`src/rtl/scrf_const_loader.sv`:
```
// Constant-register-file loader: streams 64-bit config words into the CRF write port,
// one word per cycle. Optional word parity checking is enabled by defining SCRF_LOADER_PARITY_EN.
module scrf_const_loader #(
    parameter int WRITE_AWIDTH = 5,
    parameter int WRITE_DWIDTH = 64,
    parameter int CNT_WIDTH    = 4
) (
    input  logic                    Clk,
    input  logic                    Reset,
    input  logic                    load_start,
    input  logic [WRITE_AWIDTH-1:0] load_base,
    input  logic [CNT_WIDTH-1:0]    load_words,
    input  logic                    load_abort,
    input  logic                    cfg_valid,
    input  logic [WRITE_DWIDTH-1:0] cfg_data,
    output logic                    cfg_ready,
    output logic                    Write_En,
    output logic [WRITE_AWIDTH-1:0] Write_Addr,
    output logic [WRITE_DWIDTH-1:0] In_Const,
    output logic                    load_busy,
    output logic                    load_done,
    output logic                    load_err
);

    localparam int AW = WRITE_AWIDTH;

    localparam logic [1:0] ST_IDLE = 2'd0;
    localparam logic [1:0] ST_LOAD = 2'd1;
    localparam logic [1:0] ST_DONE = 2'd2;
    localparam logic [1:0] ST_ERR  = 2'd3;

    // Each word covers three consecutive entries: it needs addr..addr+2 in range.
    localparam logic [AW+1:0]        ADDR_MAX = {2'b00, {AW{1'b1}}};
    localparam logic [AW+1:0]        SPAN     = {{AW{1'b0}}, 2'b10};
    localparam logic [AW:0]          STRIDE   = {{(AW-1){1'b0}}, 2'b11};
    localparam logic [CNT_WIDTH-1:0] CNT_ONE  = {{(CNT_WIDTH-1){1'b0}}, 1'b1};
    localparam logic [CNT_WIDTH-1:0] CNT_ZERO = {CNT_WIDTH{1'b0}};

`ifdef SCRF_LOADER_PARITY_EN
    function automatic logic parity_ok(input logic [WRITE_DWIDTH-1:0] w);
        logic [3:0] p;
        p = {^w[63:49], ^w[48:34], ^w[33:19], ^w[18:4]};
        return (p == w[3:0]);
    endfunction
`endif

    logic [1:0]              state_q, state_d;
    logic [AW:0]             addr_q, addr_d;
    logic [CNT_WIDTH-1:0]    rem_q, rem_d;
    logic                    we_q, we_d;
    logic [AW-1:0]           waddr_q, waddr_d;
    logic [WRITE_DWIDTH-1:0] const_q, const_d;
    logic                    done_q, done_d;
    logic                    err_q, err_d;
    logic                    busy_q, busy_d;

    logic [AW+1:0] span_end_s;
    logic          ovf_s;
    logic          rem_nz_s;
    logic          ready_s;
    logic          xfer_s;
    logic          word_ok_s;

    assign span_end_s = {1'b0, addr_q} + SPAN;
    assign ovf_s      = (span_end_s > ADDR_MAX);
    assign rem_nz_s   = (rem_q != CNT_ZERO);
    assign ready_s    = (state_q == ST_LOAD) && rem_nz_s && !ovf_s && !load_abort;
    assign xfer_s     = cfg_valid && ready_s;

`ifdef SCRF_LOADER_PARITY_EN
    assign word_ok_s = parity_ok(cfg_data);
`else
    assign word_ok_s = 1'b1;
`endif

    // Next-state, address/count bookkeeping and write-port staging
    always_comb begin
        state_d = state_q;
        addr_d  = addr_q;
        rem_d   = rem_q;
        we_d    = 1'b0;
        waddr_d = waddr_q;
        const_d = const_q;
        done_d  = 1'b0;
        err_d   = 1'b0;
        case (state_q)
            ST_IDLE: begin
                if (load_start) begin
                    if (load_words != CNT_ZERO) begin
                        state_d = ST_LOAD;
                        addr_d  = {1'b0, load_base};
                        rem_d   = load_words;
                    end else begin
                        done_d = 1'b1;
                    end
                end else begin
                    state_d = ST_IDLE;
                end
            end
            ST_LOAD: begin
                // Abort and overflow both beat a pending transfer; cfg_ready is already low.
                if (load_abort || (rem_nz_s && ovf_s)) begin
                    state_d = ST_ERR;
                    err_d   = 1'b1;
                end else if (xfer_s && !word_ok_s) begin
                    state_d = ST_ERR;
                    err_d   = 1'b1;
                end else if (xfer_s) begin
                    we_d    = 1'b1;
                    waddr_d = addr_q[AW-1:0];
                    const_d = cfg_data;
                    addr_d  = addr_q + STRIDE;
                    rem_d   = rem_q - CNT_ONE;
                    if (rem_q == CNT_ONE) begin
                        state_d = ST_DONE;
                        done_d  = 1'b1;
                    end else begin
                        state_d = ST_LOAD;
                    end
                end else if (!rem_nz_s) begin
                    state_d = ST_IDLE;
                end else begin
                    state_d = ST_LOAD;
                end
            end
            ST_DONE: state_d = ST_IDLE;
            ST_ERR:  state_d = ST_IDLE;
            default: state_d = ST_IDLE;
        endcase
        busy_d = (state_d == ST_LOAD);
    end

    // State and registered outputs
    always_ff @(posedge Clk or posedge Reset) begin
        if (Reset) begin
            state_q <= ST_IDLE;
            addr_q  <= {(AW+1){1'b0}};
            rem_q   <= CNT_ZERO;
            we_q    <= 1'b0;
            waddr_q <= {AW{1'b0}};
            const_q <= {WRITE_DWIDTH{1'b0}};
            done_q  <= 1'b0;
            err_q   <= 1'b0;
            busy_q  <= 1'b0;
        end else begin
            state_q <= state_d;
            addr_q  <= addr_d;
            rem_q   <= rem_d;
            we_q    <= we_d;
            waddr_q <= waddr_d;
            const_q <= const_d;
            done_q  <= done_d;
            err_q   <= err_d;
            busy_q  <= busy_d;
        end
    end

    assign cfg_ready  = ready_s;
    assign Write_En   = we_q;
    assign Write_Addr = waddr_q;
    assign In_Const   = const_q;
    assign load_busy  = busy_q;
    assign load_done  = done_q;
    assign load_err   = err_q;

endmodule
```
`config.mk`:
```
export PLATFORM = sky130hd
export DESIGN_NAME = scrf_const_loader
export DESIGN_NICKNAME = d
export VERILOG_FILES = /design/src/rtl/scrf_const_loader.sv
export SDC_FILE = /design/constraint.sdc
export NUM_CORES = 1
export LEC_CHECK = 0
export BUFFER_PORTS_ARGS = -buffer_cell sky130_fd_sc_hd__buf_2
export CAP_MARGIN = 20
export CORE_ASPECT_RATIO = 1.75
export CORE_UTILIZATION = 40
export CTS_BUF_LIST = sky130_fd_sc_hd__clkbuf_2 sky130_fd_sc_hd__clkbuf_4 sky130_fd_sc_hd__clkbuf_8
export DETAILED_ROUTE_END_ITERATION = 8
export MAX_ROUTING_LAYER = met4
export PLACE_DENSITY = 0.72
export SLEW_MARGIN = 25
export SYNTH_ARGS = -nofsm -noshare
export SYNTH_HDL_FRONTEND = slang
export SYNTH_SLANG_ARGS = --single-unit
```
`constraint.sdc`:
```
create_clock -name Clk -period 2.7 [get_ports Clk]
set_input_delay 0.405 -clock Clk [delete_from_list [all_inputs] [get_ports Clk]]
set_output_delay 0.405 -clock Clk [all_outputs]
set_load 0.03 [all_outputs]
```
==> run_results.csv, run 1 <==
group,metric,value,unit
run_status,status,"finished clean",
setup_path,cp-end-kind,"output pin",
timing,rsz0062_at_grt,"false",
setup_path,critPathKind,"flip-flop to output pin",
setup_path,critical_path.max_fanout,8,
floorplan,ios,152,
synth,async_flop_share,100.0,%
detailed_routing,via_per_inst,4.996,
run,cap_violations,0,
clock_network,path_clk_slew,0.08,ns
global_route,antenna_found_initial,0,
setup_path,path_delay_family,"simple AND/OR/NAND/NOR gates",
floorplan,start_util,41.02,%
setup_path,max_stage_delay,0.46,ns
place,hpwl,6.032,mm
clock_network,clock_latency,0.34,ns
synth,syn_area_per_cell,13.27,sq um
timing,worst_pin_slew,0.5939,ns
cells_and_area,layout_common_cells,"150 x buf_2, 83 x dfrtp_1, 35 x mux2_2, 30 x mux2_1, 15 x nor2_1",
clock_network,cts_buffer_depth,2,
timing,finalCritPeriodShare,96.55,%
setup_path,cp.arrival,2.20,ns
synth,seq_area_frac_synth,59.80,%
setup_path,critPathSlowestCell,"dfrtp_2",
place,gp_routability_congestion,0.8849,
setup_path,path_cells,"ha_4 > and3b_1 > or3_1 > o2111a_1 > a21oi_2 > and3_1 > buf_4",
detailed_routing,wl_per_cell,14.62,microns
global_route,grt_usage,18.87,%
cells_and_area,diodes,0,
cells_and_area,area_delta_synth_final,33.17,%
synth,ys_seq_elements,85,
cells_and_area,drive_above_1_share,51.16,%
synth,synth_ff_type,"dfrtp_1",
setup_path,startpoint_type,"flip-flop",
cells_and_area,stdcell_count,549,
detailed_routing,drt_iter0_drc,87,
clock_network,root_buffer,"clkbuf_8",
setup_path,required,2.30,ns
clock_network,ctsHoldBuffers,0,
timing,hold_viol,0,
global_route,grt-ovfl-total,0,
timing,period_minus_slack,2.607,ns
cells_and_area,nNetsFinal,512,
global_route,grt_pass1_vias,2769,
timing,final.setup.tns,0,ns
power,power_density,1364,nW/um^2
detailed_routing,antenna_left,0,
cells_and_area,final_common_cell,"buf_2",
cells_and_area,stdcell_area,4737,sq um
power,p_leak,2.326,nW
timing,finalSetupViolations,0,
global_route,grt_first_pass_wirelength,12.87,mm
synth,synth_edf_count,0,
timing,max_freq,383.6,MHz
synth,syn_area,3557,sq um
power,ir_drop,690.4,uV
floorplan,die_w,73.29,microns
clock_network,cts_tree,"yes",
detailed_routing,wl,8.029,mm
timing,maxSlewViolCount,0,
floorplan,core,8671,sq um
place,numPortBuffers,151,
clock_network,clock-sinks,85,
cells_and_area,fillers,803,
floorplan,die_area,9289,sq um
min_path,hp-class,"input port to async pin",
floorplan,rows,45,
detailed_routing,first_pass_iters,4,
setup_path,reg2reg_slack,0.18,ns
synth,yosysWarnings,0,
place,dp.cells,530,
synth,syn_inst,268,
clock_network,cts_buffers,9,
global_route,grt_max_degree,54,
synth,syn-num-nets,353,
floorplan,die_y,126.8,microns
synth,ys_types,38,
detailed_routing,dr_total_vias,2743,
place,dpl_cell_area,4472,sq um
timing,fin_skew,0.01118,ns
clock_network,htreeDepth,3,
setup_path,crit_buf_inv,1,
detailed_routing,remaining_drc_errors,0,
timing,relSlewSlack,60.36,%
[through the flow]
step                worst slack (ns)  hold slack, ns  utilization [%]  total power [mW]
floorplan                     0.1015          0.4828                -             4.532
global placement              0.1336          0.4571            51.57             5.401
detailed placement           0.04882          0.4692            51.57             5.511
CTS                         0.008897         0.09729            54.47             6.501
global route                0.004677          0.1350            54.63             6.869
finish                       0.09306          0.1003            54.63             6.459
[routing by layer]
metal	wire length [microns]	up-vias	global-route usage [%]
met5	0	-	-
met4	255	0	10.15
met3	381	22	4.051
met2	4535	102	33.88
met1	2856	1345	18.19
li1	-	1274	-
[registers in the layout (all words and copies together) (netlist names)]
register and count:
Write_Addr 5, load_err 1, state_q 2, rem_q 4
load_busy 1, In_Const 64, addr_q 6, Write_En 1
load_done 1
[kinds of logic after synthesis]
kind of cell / share of synthesized area [%]
AO/OA/AOI/OAI: 7.563
multiplexers: 20.58
buffers and inverters: 2.954
adder cells (fa/ha/maj): 2.462
flip-flops: 59.80
AND/OR/NAND/NOR: 6.648
[layout make-up]
cell class | instances | area, sq um | area share, %
sequential | 85 | 2130 | 44.96
multi-input combinational | 163 | 1358 | 28.66
timing repair buffer | 161 | 870.8 | 18.38
tap | 117 | 146.4 | 3.090
clock buffer | 11 | 145.1 | 3.064
clock inverter | 5 | 60.06 | 1.268
inverter | 7 | 27.53 | 0.5811
[cell usage after synthesis, types with 2 or more instances]
master | number | area (sq um)
a221oi_1 | 2 | 17.52
o22ai_1 | 3 | 18.77
ha_1 | 7 | 87.58
nor2b_1 | 2 | 12.51
o21ai_0 | 6 | 30.03
buf_2 | 3 | 15.01
nor2_1 | 15 | 56.30
mux2_2 | 35 | 394.1
a22oi_1 | 2 | 15.01
o22a_1 | 5 | 43.79
nand2_1 | 14 | 52.55
clkbuf_1 | 6 | 22.52
dfrtp_1 | 85 | 2127
a31oi_1 | 3 | 18.77
nand3_1 | 5 | 25.02
or4_1 | 2 | 15.01
mux2_1 | 30 | 337.8
nor3_1 | 2 | 10.01
inv_1 | 6 | 22.52
a21oi_1 | 15 | 75.07
buf_6 | 3 | 33.78
[timing repair]
item | CTS | global route
cloned | 0 | 0
setup endpoints to repair | 1 | 72
resized for setup | 7 | 3
pin swaps | 1 | 1
buffers inserted | 2 | 1
[worst paths after layout]
path	from	endpoint	cells after the start
setup / recovery	addr_q[2]	cfg_ready	7
hold / removal	Reset	state_q[0]	2
setup reg to reg	addr_q[2]	rem_q[2]	8
hold reg to reg	In_Const[7]	In_Const[7]	1
max in group asynchronous	Reset	In_Const[7]	3
min in group Clk	cfg_data[47]	In_Const[47]	2
[report_power, final]
| part | switching [mW] | internal, mW |
|---|---|---|
| sequential | 0.366 | 1.91 |
| combinational | 2.08 | 1.20 |
| clock | 0.441 | 0.465 |
Note: power is estimated with default switching activity, not from simulation.
==> run 2: changes to the inputs <==
--- a/config.mk
+++ b/config.mk
@@ -10,6 +10,7 @@
 export CORE_ASPECT_RATIO = 1.75
 export CORE_UTILIZATION = 40
 export CTS_BUF_LIST = sky130_fd_sc_hd__clkbuf_2 sky130_fd_sc_hd__clkbuf_4 sky130_fd_sc_hd__clkbuf_8
+export CTS_CLUSTER_DIAMETER = 40
 export DETAILED_ROUTE_END_ITERATION = 8
 export MAX_ROUTING_LAYER = met4
 export PLACE_DENSITY = 0.72
==> constraint.sdc (replaced) <==
create_clock -name Clk -period 2.7 [get_ports Clk]
set_input_delay 0.405 -clock Clk [delete_from_list [all_inputs] [get_ports Clk]]
set_output_delay 0.405 -clock Clk [all_outputs]
set_load 0.01 [all_outputs]
==> run 2 against run 1 <==
  * Total power is 14% lower
  * Clock power hardly changed
  * Clock skew hardly changed
  * Setup slack better by 0.037 ns
  * Largest power group unchanged
==> run_results.csv, run 2 (synthesis gave the netlist of run 1 again) <==
group,metric,value,unit
detailed_routing,route.top_layer_used,"met4",
cells_and_area,multiInputGateArea,1359,sq um
global_route,antenna_found_initial,0,
power,ir_drop,624.3,uV
timing,period_minus_slack,2.570,ns
run_status,status,"finished clean",
floorplan,start_util,41.02,%
setup_path,critPathSlowestCell,"dfrtp_2",
floorplan,die_w,73.29,microns
setup_path,startpoint_type,"flip-flop",
power,comb_power_share,42.9,%
setup_path,max_stage_delay,0.45,ns
power,power.switching,2.023,mW
detailed_routing,wl_per_cell,14.55,microns
cells_and_area,largest_reg_flops,64,
global_route,grt_pass1_vias,2749,
cells_and_area,register_area,2130,sq um
power,finalPower,5.566,mW
place,place_ws,0.04882,ns
power,seq_power_share,40.9,%
setup_path,critPathKind,"flip-flop to output pin",
floorplan,core,8671,sq um
clock_network,cts_tree,"yes",
power,intPower,3.543,mW
global_route,grt_max_degree,54,
cells_and_area,utilization,54.44,%
floorplan,ios,152,
timing,max_freq,389.1,MHz
setup_path,crit_buf_inv,1,
cells_and_area,stdcell_area,4721,sq um
clock_network,path_clk_slew,0.08,ns
detailed_routing,dr_wl_met3,406,microns
run,cap_violations,0,
cells_and_area,final_common_cell,"buf_2",
timing,rsz0062_at_grt,"false",
timing,hold_viol,0,
clock_network,clock_latency,0.34,ns
timing,relSlewSlack,60.39,%
timing,maxSlewViolCount,0,
clock_network,ctsHoldBuffers,0,
place,gp_routability_congestion,0.8849,
detailed_routing,antenna_left,0,
clock_network,cts_buffer_depth,2,
timing,final.setup.tns,0,ns
floorplan,rows,45,
global_route,grt_first_pass_wirelength,12.80,mm
cells_and_area,area_delta_synth_final,32.71,%
place,dpl_cell_area,4472,sq um
floorplan,die_area,9289,sq um
clock_network,cts_buffers,9,
power,pwr-share-clk,16.2,%
clock_network,clock-sinks,85,
detailed_routing,wl,7.961,mm
timing,finalCritPeriodShare,95.19,%
place,numPortBuffers,151,
setup_path,critical_path.max_fanout,8,
cells_and_area,layout_common_cells,"151 x buf_2, 83 x dfrtp_1, 35 x mux2_2, 30 x mux2_1, 15 x nor2_1",
floorplan,die_y,126.8,microns
cells_and_area,nNetsFinal,510,
cells_and_area,diodes,0,
power,p_leak,2.319,nW
min_path,hp-class,"input port to async pin",
detailed_routing,dr_total_vias,2708,
detailed_routing,first_pass_iters,4,
timing,worst_pin_slew,0.5935,ns
setup_path,path_cells,"ha_4 > and3b_1 > or3_1 > o2111a_1 > a21oi_2 > and3_1 > buf_2",
place,dp.cells,530,
clock_network,htreeDepth,3,
timing,finalSetupViolations,0,
global_route,grt-ovfl-total,0,
power,power_density,1179,nW/um^2
cells_and_area,stdcell_count,547,
cells_and_area,drive_above_1_share,50.93,%
detailed_routing,drt_iter0_drc,77,
detailed_routing,wl_met1,2.833,mm
clock_network,root_buffer,"clkbuf_8",
setup_path,cp.arrival,2.17,ns
setup_path,path_delay_family,"simple AND/OR/NAND/NOR gates",
setup_path,cp-end-kind,"output pin",
timing,finalWorstSetupSlack,0.1298,ns
detailed_routing,dr_wl_met2,4.462,mm
detailed_routing,via_per_inst,4.951,
power,swShare,36.34,%
cells_and_area,fillers,803,
timing,fin_skew,0.01143,ns
detailed_routing,remaining_drc_errors,0,
timing,holdWs,0.1003,ns
global_route,grt_usage,18.77,%
setup_path,required,2.30,ns
place,hpwl,6.032,mm
## run 2: cell count changes in the layout (fill, tap and decap cells not counted), sizes merged
| cell | change |
|---|---|
| buf | -2 |
## run 2: area by class of cell
type	count	area share, %
Timing Repair Buffer	159	18.08
Multi-Input combinational cell	163	28.78
Inverter	7	0.5831
Sequential cell	85	45.11
Clock inverter	5	1.272
Tap cell	117	3.101
Clock buffer	11	3.074
## run 2: metal layers
| layer | track usage [%] | vias up |
|---|---|---|
| li1 | - | 1265 |
| met1 | 18.13 | 1320 |
| met2 | 33.82 | 102 |
| met3 | 3.971 | 21 |
| met4 | 9.804 | 0 |
| met5 | - | - |
## run 2: what timing repair did
action                                  in CTS  in global routing
pin swaps                                    0                  2
hold endpoints to repair                     0                  0
endpoints found under the setup margin       1                 71
buffers inserted                             0                  1
resized for setup                            4                  5
## run 2: path summary, 6_finish.rpt
| check | start | end | slack, ns | cells after the start |
|---|---|---|---|---|
| worst max-delay path | addr_q[2] | cfg_ready | 0.13 | 7 |
| worst min-delay path | Reset | state_q[0] | 0.10 | 2 |
| worst max register to register | addr_q[1] | In_Const[39] | 0.16 | 9 |
| worst min register to register | In_Const[7] | In_Const[7] | 0.48 | 1 |
| max in group asynchronous | Reset | In_Const[7] | 1.94 | 3 |
| min in group Clk | cfg_data[47] | In_Const[47] | 0.27 | 2 |
## run 2: power groups by stage
stage               logic [mW]  registers [mW]  clock network [mW]
CTS                       2.38            2.27               0.941
detailed placement        2.36            2.29                   0
finish                    2.39            2.28               0.903
floorplan                 1.18            2.51                   0
global placement          2.29            2.25                   0
global route              2.62            2.36               0.994
